File: config.mk
export PLATFORM = sky130hd
export DESIGN_NAME = display_scan_mux
export DESIGN_NICKNAME = d
export VERILOG_FILES = /design/src/rtl/display_scan_mux.sv
export SDC_FILE = /design/constraint.sdc
export NUM_CORES = 1
export LEC_CHECK = 0
export ABC_CLOCK_PERIOD_IN_PS = 2200
export CORE_MARGIN = 2
export CORE_UTILIZATION = 45
export DETAILED_ROUTE_END_ITERATION = 10
export HOLD_SLACK_MARGIN = 0.06
export PLACE_DENSITY = 0.7
export RECOVER_POWER = 100
export SLEW_MARGIN = 20
export SYNTH_ARGS = -nofsm -noshare
export SYNTH_HDL_FRONTEND = slang
export SYNTH_SLANG_ARGS = --single-unit
File: constraint.sdc
create_clock -name clock -period 2.2 [get_ports clock]
set_input_delay 0.55 -clock clock [delete_from_list [all_inputs] [get_ports clock]]
set_output_delay 0.55 -clock clock [all_outputs]
set_load 0.01 [all_outputs]
File: src/rtl/display_scan_mux.sv
// display_scan_mux: multiplexed 7-segment driver with a glyph buffer that only updates at frame boundaries.
// Define SCAN_BLINK_EN to blank the segments on alternate BLINK_FRAMES-frame periods while piscar is high.
module display_scan_mux #(
  parameter int N_DIGITS     = 4,
  parameter int CLK_DIV      = 1000,
  parameter int BLINK_FRAMES = 64
) (
  input  logic                  clock,
  input  logic                  reset,
  input  logic [4*N_DIGITS-1:0] caracteres,
  input  logic                  carregar,
  input  logic                  piscar,
  output logic                  pendente,
  output logic [6:0]            segmentos,
  output logic [N_DIGITS-1:0]   anodos
);
  localparam int PW = $clog2(CLK_DIV);
  localparam int IW = N_DIGITS > 2 ? $clog2(N_DIGITS) : 1;
  localparam logic [6:0] ROM [16] = '{7'h3F, 7'h06, 7'h5B, 7'h4F, 7'h66, 7'h6D, 7'h7D, 7'h07,
                                      7'h7F, 7'h6F, 7'h79, 7'h6D, 7'h73, 7'h39, 7'h40, 7'h00};
  logic [PW-1:0]              r_presc;
  logic [IW-1:0]              r_idx;
  logic [N_DIGITS-1:0][3:0]   r_shadow, r_stage;
  logic                       w_tick, w_frame, w_blank;
  logic [6:0]                 w_glyph;
  assign w_tick  = r_presc == PW'(CLK_DIV - 1);
  assign w_frame = w_tick && r_idx == IW'(N_DIGITS - 1);
  assign w_glyph = ROM[r_shadow[r_idx]];
`ifdef SCAN_BLINK_EN
  localparam int FW = BLINK_FRAMES > 1 ? $clog2(BLINK_FRAMES) : 1;
  logic [FW-1:0] r_fc;
  logic          r_phase;
  assign w_blank = piscar & r_phase;
  always_ff @(posedge clock) begin
    if (reset) begin
      r_fc    <= '0;
      r_phase <= 1'b0;
    end else if (w_frame) begin
      r_fc    <= r_fc == FW'(BLINK_FRAMES - 1) ? '0 : r_fc + 1'b1;
      r_phase <= r_phase ^ (r_fc == FW'(BLINK_FRAMES - 1));
    end
  end
`else
  logic w_unused;
  assign w_unused = piscar & (BLINK_FRAMES > 0);
  assign w_blank  = 1'b0;
`endif
  always_ff @(posedge clock) begin
    if (reset) begin
      r_presc   <= '0;
      r_idx     <= '0;
      r_shadow  <= {N_DIGITS{4'hF}};
      r_stage   <= {N_DIGITS{4'hF}};
      pendente  <= 1'b0;
      segmentos <= 7'h7F;
      anodos    <= '1;
    end else begin
      r_presc <= w_tick ? '0 : r_presc + 1'b1;
      if (w_tick) r_idx <= w_frame ? '0 : r_idx + 1'b1;
      if (carregar) r_stage <= caracteres;
      // a load landing on the boundary itself supersedes the staged data, so skip this copy
      if (w_frame && pendente && !carregar) r_shadow <= r_stage;
      pendente  <= carregar | (pendente & ~w_frame);
      anodos    <= ~(N_DIGITS'(1) << r_idx);
      segmentos <= w_blank ? 7'h7F : ~w_glyph;
    end
  end
endmodule

# ---- After elaboration in Yosys (flattened, before gate mapping)
# Memories as Yosys holds them, arrays and structs flattened.
# Index checks and enable logic that the tools add are counted.
# Widths: inputs -> output; s select.
dict set report classes {
  n_addsub 2
  mul 0
  div 0
  n_lt_le_gt_ge 2
  eq_ne 2
  n_shift 1
  n_mux 5
  n_bitwise 6
  n_reduce_logical 5
}
# operator n
set ops {}
lappend ops {{$mux 7} 2}
lappend ops {{$add 10x1->10 const B} 1}
lappend ops {{$eq 10x10->1 const B} 1}
lappend ops {{$bmux 4 s2} 1}
lappend ops {{$not 7->7} 1}
lappend ops {{$ge 5x5->1 const B} 1}
lappend ops {{$not 4->5} 1}
lappend ops {{$mux 4} 1}
lappend ops {{$not 4->4} 1}
lappend ops {{$shl 1x2->4 const A} 1}
lappend ops {{$logic_and 1x1->1} 3}
lappend ops {{$lt 2x3->1 const B} 1}
lappend ops {{$add 2x1->2 const B} 1}
lappend ops {{$eq 2x2->1 const B} 1}
lappend ops {{$mux 2} 1}
lappend ops {{$reduce_or 2->1} 1}
lappend ops {{$and 1x1->1} 1}
lappend ops {{$logic_not 1->1} 1}
lappend ops {{$not 1->1} 1}
lappend ops {{$or 1x1->1} 1}
dict set report word_totals {
  ff_bits 56
  latch_bits 0
  ramBits 0
  mem_bits_ro 112
  in_bits 20
  out_inout_bits 12
  word_cells 37
  mem_count 1
}
# name words width rd rd_clocked_by_memory_dff wr line
set memory_table {}
lappend memory_table {{(no name shown)} 16 7 1 0 0 28} ;# assign w_glyph = ROM[r_shadow[r_idx]];

# ---- Depth between registers and ports, before layout
dict set report depth {
  depth_word 7
  depth_mapped 8
  ltp_nobuf 7
}

# ---- Worst setup path before layout
# OpenSTA, ideal clock, no wires.
dict set report synth_timing {
  path_type {reg2reg}
  startpoint {register r_idx[0]}
  endpoint {register segmentos[1]}
  setup_time_ns 0.120
  arrival_ns 1.859
  t_required_ns 2.080
  setup_slack_ns 0.221
  path_stages_with_launch 8
  n_path_buf 1
  synth_period_minus_slack_ns 1.979
  path_cell_list {dfxtp_1 buf_2 mux4_2 inv_1 ha_1 mux2i_1 a21oi_1 or2_1}
}
dict set report synth_between {
  elab_chain_len 7
}
# element line
set synth_rtl {}
lappend synth_rtl {{start, declared} 22} ;# logic [IW-1:0] r_idx;
lappend synth_rtl {{start signal, assigned} 59} ;# if (w_tick) r_idx <= w_frame ? '0 : r_idx + 1'b1;
lappend synth_rtl {{$bmux 4 s2} 28}
lappend synth_rtl {{$mux 4 (not written as such)} 28}
lappend synth_rtl {{$not 4->5 (not written as such)} 28}
lappend synth_rtl {{$mem_v2 16x7} --}
lappend synth_rtl {{$mux 7 (not written as such) (2 in a row)} 28}
lappend synth_rtl {{$not 7->7} 65} ;# segmentos <= w_blank ? 7'h7F : ~w_glyph;
lappend synth_rtl {{end signal, assigned} 65}
lappend synth_rtl {{end, declared} 14} ;# output logic [6:0] segmentos,
# Every way passes these cells. The select of a mux whose other input is x is not followed.
# A chain may end at the register's enable or synchronous reset.

# ---- Worst setup path in the final report
dict set report layout_timing {
  startpoint {input reset}
  endpoint {register r_shadow[15] in the netlist's numbering}
}
# element line
set layout_lines {}
lappend layout_lines {{start, declared} 9} ;# input logic reset,
lappend layout_lines {{end signal, assigned} 52} ;# r_shadow <= {N_DIGITS{4'hF}};
lappend layout_lines {{end signal, assigned} 62} ;# if (w_frame && pendente && !carregar) r_shadow <= r_stage;
lappend layout_lines {{end, declared} 23} ;# logic [N_DIGITS-1:0][3:0] r_shadow, r_stage;
# No word-level cell between the ends.

==> metrics.md <==
| Metric | Value |
|---|---|
| Outcome | `complete, no violations` |
| Global route overflow | `0` |
| Master of the slowest instance on the critical path | `sky130_fd_sc_hd__dlygate4sd3_1` |
| Nets | `between 200 and 300` |
| CTS tree | `done` |
| Number of DRC markers in iteration 0 | `100` |
| Final setup viols | `0` |
| Clk_lat worst skew | `roughly 300 ps` |
| Type of element launching the critical path | `primary input` |
| Max-slew violation total from the final report | `0` |
| Global-route usage over all layers | `13.5%` |
| Critical path buffers and inverters | `2` |
| Commonest cells after routing, fill and taps aside | `sky130_fd_sc_hd__dfxtp_1 (56), sky130_fd_sc_hd__a211o_1 (27), sky130_fd_sc_hd__nor2_1 (19)` |
| Layout-stage area growth over the synthesis result | `17.6%` |
| Post-synthesis instance area | `2470 um^2` |
| Number of core rows | `26` |
| First-pass GRT wire length | `6.69 mm` |
| CTS hold repair buffers | `0` |
| Commonest non-fill, non-tap cell in the layout | `sky130_fd_sc_hd__dfxtp_1` |
| Cells after synthesis | `231` |
| Pwr/cell area | `~600 nW/um^2` |
| Share of the yosys chip area belonging to registers | `45.4%` |
| Nets in the synthesized netlist | `262` |
| Reported max-cap violation count | `0` |
| Post-placement cell count | `323` |
| Final Hold Viols | `0` |
| Die footprint | `between 6000 and 7000 um^2` |
| Initial core utilization | `roughly 47%` |
| Top-Level Pins | `32` |
| Setup Total Neg Slack | `0 ps` |
| Post-route core utilization | `between 50% and 60%` |
| Worst clock skew | `about 4.7 ps` |
| Num CTS Buffers | `5` |
| Crit path max fanout | `40` |
| CTS clk-pin slew, worst paths | `90 ps` |
| DR WL/cell | `12.0 um` |
| First-pass iteration count of the detailed router | `4` |
| Number of antenna violations at the first check in global routing | `0` |
| Delay contributed by the slowest stage of the critical path | `roughly 660 ps` |
| Clk root buf | `sky130_fd_sc_hd__clkbuf_8` |
| Area of the placeable core | `5200 um^2` |
| Maximum vdd ir drop | `0.425 mV` |
| Max-slew headroom | `47.1%` |
| Pin slew with the least headroom to its limit | `794 ps` |
| Register bit count reported by yosys | `56` |
| Worst hold slack after final layout | `467 ps` |
| Path category of the worst min-delay check | `reg2reg` |
| Required time reported for the critical path endpoint | `2400 ps` |
| Number of sinks on the clock net | `56` |
| Number of antenna diodes | `0` |
| Worst path cell trace | `dlygate4sd3_1 > clkbuf_2 > a211o_2` |
| Static power due to leakage | `~1.1 nW` |
| Chip width | `78.1 um` |
| Number of H-tree levels | `2` |
| Die outline height | `78.1 um` |
| Post-CTS setup buffer count | `0` |
| Per-instance average area after synthesis | `10.7 um^2` |
| Buffers added on ports | `30` |
| Count of cell types in the netlist | `36` |
| Via count of the first global-routing pass | `1,438` |
| Post-route minimum period | `just under 2000 ps` |
| Weighted congestion reported at the end of routability-driven placement | `0.751` |
| RSZ-0062 raised after global routing | `false` |
| Final Worst Setup Slack | `approximately 230 ps` |
| Critical Setup Path Class | `in2reg` |
| Vias per std cell | `just over 5` |
| Post-detailed-route count of antenna-violating nets | `0` |
| Family of cells with the greatest summed delay on the critical path | `buffers and inverters` |
| Arrival time at the worst endpoint | `2170 ps` |
| Detailed-route wire length | `approximately 4.0 mm` |
| Placement-stage worst setup slack | `roughly 35 ps` |
| Type of destination of the critical path | `flop` |
| Achievable Freq | `507 MHz` |
| Layout Cells excl Fill | `331` |
| Maximum buffer depth of the clock tree | `2` |
| Resize count post-CTS | `0` |
| Count of unresolved DRC violations after routing | `0` |
| Via count of the routed design | `1,664` |
| Share of the cycle needed by the critical path after routing | `between 80% and 90%` |
| Ratio of cells with drive above 1 in the final layout | `14.6%` |
| Pin count of the biggest net entering global routing | `between 40 and 50` |
| Ys Warns | `0` |
| Post-detailed-placement half-perimeter wirelength | `2.71 mm` |
## power breakdown
group | leakage [nW] | internal, mW | switching, mW
Sequential | 0.458 | 1.04 | 0.0165
Clock | 0.0516 | 0.258 | 0.323
Combinational | 0.602 | 0.0655 | 0.0465
Total | 1.11 | 1.36 | 0.386
## area by class of cell
cell class | instances | area, um^2
flip-flops and latches | 56 | 1120
well taps | 70 | 87.6
fillers | 511 | 2300
clock buffers | 6 | 82.6
clock inverters | 2 | 13.8
repair buffers | 36 | 339
multi-input cells | 153 | 1230
inverters | 8 | 30.0
## cell families (layout without fill, tap and decap cells)
| kind of cell | count (synthesis) | count (layout) | share of synthesized area [%] |
|---|---|---|---|
| AO/OA/AOI/OAI | 50 | 50 | 16.0 |
| adder cells (fa/ha/maj) | 11 | 11 | 5.58 |
| XOR/XNOR | 8 | 8 | 2.84 |
| flip-flops | 56 | 56 | 45.4 |
| buffers and inverters | 22 | 52 | 4.82 |
| AND/OR/NAND/NOR | 76 | 76 | 20.1 |
| multiplexers | 8 | 8 | 5.27 |
## synth_stat cells
library cell | instances | share of area (%)
sky130_fd_sc_hd__a211o_1 | 27 | 9.6
sky130_fd_sc_hd__a211o_2 | 6 | 2.4
sky130_fd_sc_hd__a21bo_2 | 1 | 0.41
sky130_fd_sc_hd__a21oi_1 | 6 | 1.2
sky130_fd_sc_hd__a31oi_1 | 2 | 0.51
sky130_fd_sc_hd__and2_1 | 7 | 1.8
sky130_fd_sc_hd__and2_2 | 9 | 2.7
sky130_fd_sc_hd__buf_2 | 3 | 0.61
sky130_fd_sc_hd__buf_6 | 1 | 0.46
sky130_fd_sc_hd__clkbuf_1 | 7 | 1.1
sky130_fd_sc_hd__clkbuf_8 | 2 | 1.1
sky130_fd_sc_hd__dfxtp_1 | 56 | 45
sky130_fd_sc_hd__dlygate4sd1_1 | 1 | 0.35
sky130_fd_sc_hd__ha_1 | 11 | 5.6
sky130_fd_sc_hd__inv_1 | 8 | 1.2
sky130_fd_sc_hd__mux2i_1 | 4 | 1.6
sky130_fd_sc_hd__mux4_2 | 4 | 3.6
sky130_fd_sc_hd__nand2_1 | 3 | 0.46
sky130_fd_sc_hd__nand2b_1 | 5 | 1.3
sky130_fd_sc_hd__nand3_1 | 5 | 1.0
sky130_fd_sc_hd__nand3b_1 | 1 | 0.30
sky130_fd_sc_hd__nand4_1 | 1 | 0.25
sky130_fd_sc_hd__nand4_4 | 2 | 1.7
sky130_fd_sc_hd__nand4b_4 | 1 | 0.96
sky130_fd_sc_hd__nor2_1 | 19 | 2.9
sky130_fd_sc_hd__nor2b_1 | 17 | 4.3
sky130_fd_sc_hd__nor3_1 | 2 | 0.41
sky130_fd_sc_hd__nor3_4 | 1 | 0.66
sky130_fd_sc_hd__nor4_4 | 1 | 0.86
sky130_fd_sc_hd__o21ai_0 | 4 | 0.81
sky130_fd_sc_hd__o21ai_1 | 2 | 0.41
sky130_fd_sc_hd__o21bai_1 | 2 | 0.61
sky130_fd_sc_hd__or2_1 | 1 | 0.25
sky130_fd_sc_hd__or2_2 | 1 | 0.25
sky130_fd_sc_hd__xnor2_1 | 6 | 2.1
sky130_fd_sc_hd__xor2_1 | 2 | 0.71
## stage by stage
step,total power [mW],area [um^2]
floorplan,1.14,2470
global placement,1.20,2830
detailed placement,1.20,2830
CTS,1.79,2920
global route,1.83,2900
finish,1.75,2900
## flip-flops by register name, summed over array words and instances, names as in the netlist
name       count
r_presc       10
segmentos      7
r_stage       16
r_shadow      16
anodos         4
r_idx          2
pendente       1
## path summary, 6_finish.rpt
kind	start	to	slack, ps	depth (start not counted)
hold reg to reg	r_presc[0]	r_presc[0]	470	1
setup reg to reg	r_idx[0]	segmentos[1]	250	6
setup / recovery	reset	r_shadow[15]	230	3
hold / removal	r_presc[0]	r_presc[0]	470	1
## metal layers
layer	GRT usage, %	share of wire, %	routed length, um
met5	0	0	0
met2	20.3	42	1670
met3	4.14	4.5	177
met4	3.68	0.91	36
met1	18.9	52	2080
(Power assumes the default switching activity.)
